$ cat config.mk
export PLATFORM = sky130hd
export DESIGN_NAME = dmem_responder
export DESIGN_NICKNAME = d
export VERILOG_FILES = /design/src/rtl/dmem_responder.sv
export SDC_FILE = /design/constraint.sdc
export NUM_CORES = 2
export LEC_CHECK = 0
export CORE_ASPECT_RATIO = 1.5
export CORE_MARGIN = 2
export CORE_UTILIZATION = 45
export DETAILED_ROUTE_END_ITERATION = 10
export PLACE_DENSITY = 0.7
export SLEW_MARGIN = 10
export SYNTH_ARGS = -nofsm -noshare
export SYNTH_HDL_FRONTEND = slang
export SYNTH_SLANG_ARGS = --single-unit
$ cat constraint.sdc
create_clock -name clk -period 4.05 [get_ports clk]
set_input_delay 0.81 -clock clk [delete_from_list [all_inputs] [get_ports clk]]
set_output_delay 0.81 -clock clk [all_outputs]
set_load 0.005 [all_outputs]
$ cat src/rtl/dmem_responder.sv
// Data-memory responder: one load/store per handshake, response WAIT_STATES+1 cycles after accept.
// No response backpressure; DMEM_BYTE_ACCESS_EN enables byte loads/stores (otherwise byte requests error).
module dmem_responder #(
  parameter int unsigned DEPTH       = 64,
  parameter int unsigned WAIT_STATES = 2,
  parameter logic [31:0] BASE_ADDR   = 32'h0
) (
  input  logic        clk,
  input  logic        reset,
  input  logic        req_valid,
  output logic        req_ready,
  input  logic        req_write,
  input  logic        req_byte,
  input  logic [31:0] req_addr,
  input  logic [31:0] req_wdata,
  output logic        rsp_valid,
  output logic [31:0] rsp_rdata,
  output logic        rsp_err
);

  localparam int unsigned AW = $clog2(DEPTH);

  localparam logic [1:0] IDLE = 2'd0;
  localparam logic [1:0] WAIT = 2'd1;
  localparam logic [1:0] RESP = 2'd2;

  logic [1:0]    state;
  logic [3:0]    cnt;
  logic          r_write;
  logic          r_err;
  logic [AW-1:0] r_idx;
  logic [31:0]   r_wdata;
`ifdef DMEM_BYTE_ACCESS_EN
  logic          r_byte;
  logic [1:0]    r_lane;
`endif

  logic [31:0] mem [DEPTH];

  logic [31:0] off;
  logic        acc_err;

  // Offset is modulo 2^32, so addresses below BASE_ADDR wrap high and land out of range.
  always_comb begin
    off     = req_addr - BASE_ADDR;
    acc_err = (off[31:AW+2] != '0);
`ifdef DMEM_BYTE_ACCESS_EN
    if (!req_byte && off[1:0] != 2'b00) acc_err = 1'b1;
`else
    if (req_byte || off[1:0] != 2'b00) acc_err = 1'b1;
`endif
  end

  assign req_ready = (state == IDLE);
  assign rsp_valid = (state == RESP);
  assign rsp_err   = (state == RESP) && r_err;

  always_comb begin
    rsp_rdata = '0;
    if (state == RESP && !r_write && !r_err) begin
`ifdef DMEM_BYTE_ACCESS_EN
      if (r_byte) rsp_rdata = {24'b0, mem[r_idx][{r_lane, 3'b000} +: 8]};
      else        rsp_rdata = mem[r_idx];
`else
      rsp_rdata = mem[r_idx];
`endif
    end
  end

  always_ff @(posedge clk) begin
    if (!reset) begin
      state   <= IDLE;
      cnt     <= '0;
      r_write <= 1'b0;
      r_err   <= 1'b0;
      r_idx   <= '0;
      r_wdata <= '0;
`ifdef DMEM_BYTE_ACCESS_EN
      r_byte  <= 1'b0;
      r_lane  <= '0;
`endif
    end else begin
      case (state)
        IDLE: begin
          if (req_valid) begin
            r_write <= req_write;
            r_err   <= acc_err;
            r_idx   <= off[AW+1:2];
            r_wdata <= req_wdata;
`ifdef DMEM_BYTE_ACCESS_EN
            r_byte  <= req_byte;
            r_lane  <= off[1:0];
`endif
            cnt     <= 4'(WAIT_STATES);
            state   <= (WAIT_STATES > 0) ? WAIT : RESP;
          end
        end
        WAIT: begin
          cnt <= cnt - 4'd1;
          if (cnt == 4'd1) state <= RESP;
        end
        RESP:    state <= IDLE;
        default: state <= IDLE;
      endcase
    end
  end

  // Stores commit only in RESP, so a reset during WAIT (or RESP) leaves memory untouched.
  always_ff @(posedge clk) begin
    if (reset && state == RESP && r_write && !r_err) begin
`ifdef DMEM_BYTE_ACCESS_EN
      if (r_byte) mem[r_idx][{r_lane, 3'b000} +: 8] <= r_wdata[7:0];
      else        mem[r_idx] <= r_wdata;
`else
      mem[r_idx] <= r_wdata;
`endif
    end
  end

endmodule

### Word-level counts from Yosys, hierarchy flattened

Memories as Yosys holds them, arrays and structs flattened. A register that Yosys moved wholly into a read port is not among the register bits.
Cells that the tools add are included.

* word-level logic and storage cells: 40
* register bits after elaboration: 46
* memories kept: 1
* bits in writable memories: 2048

* equality and inequality tests: 5
* muxes and demuxes: 11
* reduce and logical (&&, ||, !) cells: 16
* $add $sub $neg: 1

Memories
* mem: depth 64, width 32, rd ports 1, clocked after Yosys merged registers in 1, wr ports 1, RTL line 38 `logic [31:0] mem [DEPTH];`

Operators by type and width (number)
* 2-to-1 mux 32 bit: 1
* nonzero test 24 bit: 1
* 2-to-1 mux 6 bit: 2
* case mux 4 bit (2 select lines): 1
* logical AND 1 bit: 6
* AND reduction 2 bit: 3
* equality test 4 x 1 -> 1 bit, second input constant: 1
* 2-to-1 mux 2 bit: 2
* 2-to-1 mux 4 bit: 1
* != test 2 bit, second input constant: 2
* case mux 2 bit (2 select lines): 1
* nonzero test 2 bit: 2
* subtractor 4 x 1 -> 4 bit, second input constant: 1
* 2-to-1 mux 1 bit: 3
* equality test 2 x 1 -> 1 bit, second input constant: 1
* equality test 2 bit, second input constant: 1
* zero test 1 bit: 2
* zero test 2 bit: 1
* logical OR 1 bit: 1

### Longest topological paths before layout

* depth in word-level cells: 6
* mapped depth: 10
* depth with buffers taken out: 5

### Worst setup path before layout

Ideal clock, no wire load.

* path type: input-to-reg
* start: in reset
* end: mem mem[63][0] (enable)
* arrival time: 2.734 ns
* setup time: 0.421 ns
* required time: 3.629 ns
* stages on the path: 4
* path slack: 0.894 ns
* path through: nand4b_1 -> nor2_1 -> nand3_1 -> nor2_1

* word-level cells in the longest chain between the ends: 5

RTL lines
* from (decl): RTL line 9 `input logic reset,`
* logical AND 1 bit (3 in a row): RTL line 110 `if (reset && state == RESP && r_write && !r_err) begin`
* 2-to-1 mux 1 bit: RTL line 110
* 2-to-1 mux 1 bit (not written as such): RTL line 115 `mem[r_idx] <= r_wdata;`
* to (decl): RTL line 38

No other way between the ends.

==> impl_metrics.env <==
export IMPL_p_leak_nw=30.03
export IMPL_routabilityCongestion=0.8518
export IMPL_hpwl_um=128400
export IMPL_netlist_area_um2=80240
export IMPL_period_share_pct=106.5
export IMPL_seq_area_um2=62610
export IMPL_clkPwrFrac_pct=38.2
export IMPL_report_final_slew_viol_count=0
export IMPL_clockRootBuffer="clkbuf_16"
export IMPL_arrival_ps=3500
export IMPL_cp_slowest_cell="mux4_2"
export IMPL_ys_seq_area_share_pct=77.94
export IMPL_drive_gt1_share_pct=38.01
export IMPL_synth_seq_cells=2100
export IMPL_fillers=12690
export IMPL_die_h_um=521.2
export IMPL_synthDistinctLibCells=59
export IMPL_worst_pin_slew_ps=1337
export IMPL_synth_edf_count=2048
export IMPL_layout_min_cycle_time_ps=4313
export IMPL_placementRows=189
export IMPL_min_to="r_wdata[3]$_SDFFE_PN0N_"
export IMPL_layout_setup_ws_ps=-262.8
export IMPL_cts_tree="done"
export IMPL_syn_to_final_growth_pct=21.00
export IMPL_h_tree_depth=4
export IMPL_yosysWarnings=0
export IMPL_wl_per_cell_um=35.14
export IMPL_r2r_end="mem[0][23]$_DFFE_PP_"
export IMPL_initial_core_util_pct=45.36
export IMPL_hp_class="flip-flop to flip-flop"
export IMPL_crit_path_end_kind="output port"
export IMPL_first_iter_violations=6125
export IMPL_clk_pin_slew_ps=70
export IMPL_antenna_found_initial=3
export IMPL_finalSetupViolCount=31
export IMPL_grt_pass1_vias=42300
export IMPL_worstSkewPairLatency_ps=800
export IMPL_die_w_um=348.8
export IMPL_port_buffer_count=103
export IMPL_path_cells="buf_8 -> buf_12 -> buf_8 -> buf_16 -> mux4_2 -> a22o_1 -> a221oi_4 -> o22ai_4 -> a221o_1 -> buf_6 -> buf_6"
export IMPL_cts_buffers=176
export IMPL_critPathKind="flip-flop to output port"
export IMPL_synthesis_nets=3642
export IMPL_grt_remaining_overflow=0
export IMPL_rsz0062_at_grt="true"
export IMPL_critPathRequiredTime_ps=3240
export IMPL_synthCells=3571
export IMPL_clock_sinks=2100
export IMPL_rr_startpoint="state[1]$_SDFFE_PN0P_"
export IMPL_syn_area_per_cell_um2=22.47
export IMPL_hp_start="r_wdata[3]$_SDFFE_PN0N_"
export IMPL_final_hold_violation_count=0
export IMPL_ios=104
export IMPL_seqPwrFrac_pct=55.3
export IMPL_utilization_pct=54.89
export IMPL_synthFlopType="edfxtp_1"
export IMPL_path_max_fanout=7
export IMPL_max_cap_viol_count=0
export IMPL_async_flop_share_pct=0
export IMPL_grt_pass1_wl_um=321700
export IMPL_hold_depth=2
export IMPL_final_net_count=4267
export IMPL_violations="negative setup slack"
export IMPL_worst_path_buf_inv=6
export IMPL_pwr_share_comb_pct=6.5
export IMPL_dp_slack_ps=-662.0
export IMPL_routed_wl_um=233000
export IMPL_ir_worst_vdd_v=0.0004046
export IMPL_viasPerCell=6.339
export IMPL_grt_max_degree=66
export IMPL_p_per_area_nw_per_um2=449.4
export IMPL_reg2reg_depth=8
export IMPL_worst_path_largest_cell_delay_ps=500
export IMPL_die_area_um2=181800
export IMPL_multiInputGateArea_um2=18400
export IMPL_slew_headroom_pct=10.89
export IMPL_cpLargestDelayFamily="compound AO/OA/AOI/OAI gates"
export IMPL_switching_share_pct=21.44
export IMPL_worstSetupStartpointType="flip-flop"
export IMPL_rrSetupSlack_ps=1310
export IMPL_p_int_w=0.03427
export IMPL_vias=42040
export IMPL_p_sw_w=0.009356
export IMPL_core_area_um2=176900
export IMPL_fmax_ghz=0.2319
export IMPL_cts_max_path_buffers=3
export IMPL_dr_pass1_iters=5
export IMPL_grt_usage_pct=25.44
export IMPL_ctsHoldBuffers=0
export IMPL_outcome="finished with violations"
export IMPL_drtAntennaViolNets=0
export IMPL_drc_errors=0
export IMPL_skew_ps=25.32
[how the worst max path moves through the flow]
stage | from | endpoint | slack, ps | depth (start not counted)
after floorplan | reset | mem[63][0]$_DFFE_PP_ | 890 | 4
after global placement | flip-flop | rsp_rdata[18] | -720 | 10
after detailed placement | flip-flop | rsp_rdata[18] | -660 | 10
after CTS | flip-flop | rsp_rdata[22] | -280 | 10
after global routing | flip-flop | rsp_rdata[2] | -280 | 11
final | flip-flop | rsp_rdata[2] | -260 | 11
[registers in the layout (all words and copies together), names as in the netlist, named ones only]
| name | flops |
|---|---|
| r_wdata | 32 |
| state | 2 |
| r_err | 1 |
| cnt | 4 |
| r_idx | 6 |
| r_write | 1 |
| mem | 2048 |
[cells in the final DEF (no fill, tap or decap), types with 20 or more instances in the layout]
cell type	Yosys	routed
a21oi_1	58	51
a22oi_1	57	32
a22oi_2	0	25
buf_12	3	119
buf_16	0	25
buf_4	36	312
buf_6	18	66
clkbuf_1	78	40
clkbuf_16	0	186
clkdlybuf4s50_1	0	71
clkinv_1	2	38
clkinv_2	0	30
dfxtp_2	0	26
edfxtp_1	2048	2048
mux2i_1	72	48
mux4_2	539	539
nand2_1	193	181
nand3_1	30	20
nor2_1	92	21
nor2_4	0	67
[cell usage after synthesis, types with 3 or more instances]
library cell | count | area (µm²)
and3_1 | 3 | 18.77
buf_2 | 48 | 240.2
dfxtp_1 | 52 | 1041
buf_6 | 18 | 202.7
mux2_2 | 16 | 180.2
a211oi_1 | 11 | 82.58
nor3_1 | 8 | 40.04
a2111oi_0 | 6 | 52.55
buf_4 | 36 | 270.3
a21boi_0 | 3 | 22.52
a22oi_1 | 57 | 427.9
nand2_1 | 193 | 724.4
and2_1 | 15 | 93.84
o211ai_1 | 11 | 82.58
a22o_1 | 14 | 122.6
or3_1 | 4 | 25.02
mux2i_1 | 72 | 720.7
buf_12 | 3 | 60.06
o21ai_0 | 13 | 65.06
buf_1 | 10 | 37.54
a21oi_1 | 58 | 290.3
mux4_2 | 539 | 12140
a31oi_1 | 12 | 75.07
inv_1 | 4 | 15.01
nand3_1 | 30 | 150.1
o21ai_1 | 4 | 20.02
nand3b_1 | 3 | 22.52
clkbuf_1 | 78 | 292.8
o22ai_1 | 11 | 68.82
nor2_1 | 92 | 345.3
a32oi_1 | 13 | 113.9
nor4_1 | 8 | 50.05
nand2b_1 | 5 | 31.28
a211o_1 | 3 | 26.28
a221oi_1 | 17 | 148.9
o22a_1 | 5 | 43.79
a21o_1 | 3 | 22.52
edfxtp_1 | 2048 | 61500
nor2b_1 | 16 | 100.1
a221o_1 | 3 | 30.03
[tightest hold or removal path, delay by kind of cell (launching register included)]
family	cells	cell delay, ps
DFF	1	320
and+or+nand+nor	1	50
AOI/OAI and AO/OA	1	50
[through the flow]
| stage | setup TNS (ps) | cell area, µm² | hold slack (ps) | total power (W) | std cells |
|---|---|---|---|---|---|
| after global placement | -885.7 | 87350 | 441.2 | 0.02675 | 6126 |
| after CTS | -5027 | 96010 | 455.4 | 0.04358 | 6578 |
| after floorplan | 0 | 80240 | 459.5 | 0.02579 | 3571 |
| final | -3079 | 97090 | 456.4 | 0.04363 | 6632 |
| after detailed placement | -920.7 | 87350 | 446.3 | 0.02680 | 6126 |
| after global routing | -5033 | 97090 | 469.3 | 0.04458 | 6631 |
[layer usage]
| layer | vias up | part of all wire, % | GRT usage [%] |
|---|---|---|---|
| li1 | 16350 | - | - |
| met1 | 22170 | 34 | 31.89 |
| met2 | 2917 | 49 | 42.28 |
| met3 | 604 | 10 | 4.555 |
| met4 | 0 | 6.6 | 13.73 |
| met5 | - | 0 | 0 |
[timing repair]
item                                    CTS  global route
buffers inserted                        116            66
cloned                                   24             5
endpoints found under the setup margin   32            31
gates resized for setup                 427           152
endpoints found under the hold margin     0             0
pin swaps                                68            66
[power groups by stage]
stage	sequential (W)	clock [W]	combinational, W
finish	0.0241	0.0167	0.00284
global route	0.0241	0.0175	0.00294
CTS	0.0241	0.0168	0.00265
detailed placement	0.0246	0	0.00220
global placement	0.0246	0	0.00218
floorplan	0.0246	0	0.00123
[cell type report]
class | count | share of cell area [%]
antenna | 2 | 0.005155
clock buffer | 223 | 4.848
clock inverter | 97 | 0.8982
inverter | 7 | 0.03351
multi-input combinational | 1271 | 18.95
sequential | 2100 | 64.49
tap | 2292 | 2.954
timing repair buffer | 640 | 7.817
[kinds of logic (layout without fill, tap and decap cells)]
kind of cell / count (synthesis) / in the layout / share of synthesized area, %
mux: 628 / 628 / 16.28
flops: 2100 / 2100 / 77.94
compound gates: 255 / 255 / 2.256
buf+inv: 200 / 967 / 1.408
other cells: 0 / 2 / 0
simple gates: 386 / 386 / 2.082
fa+ha+maj: 2 / 2 / 0.03118
(Power assumes the default switching activity.)
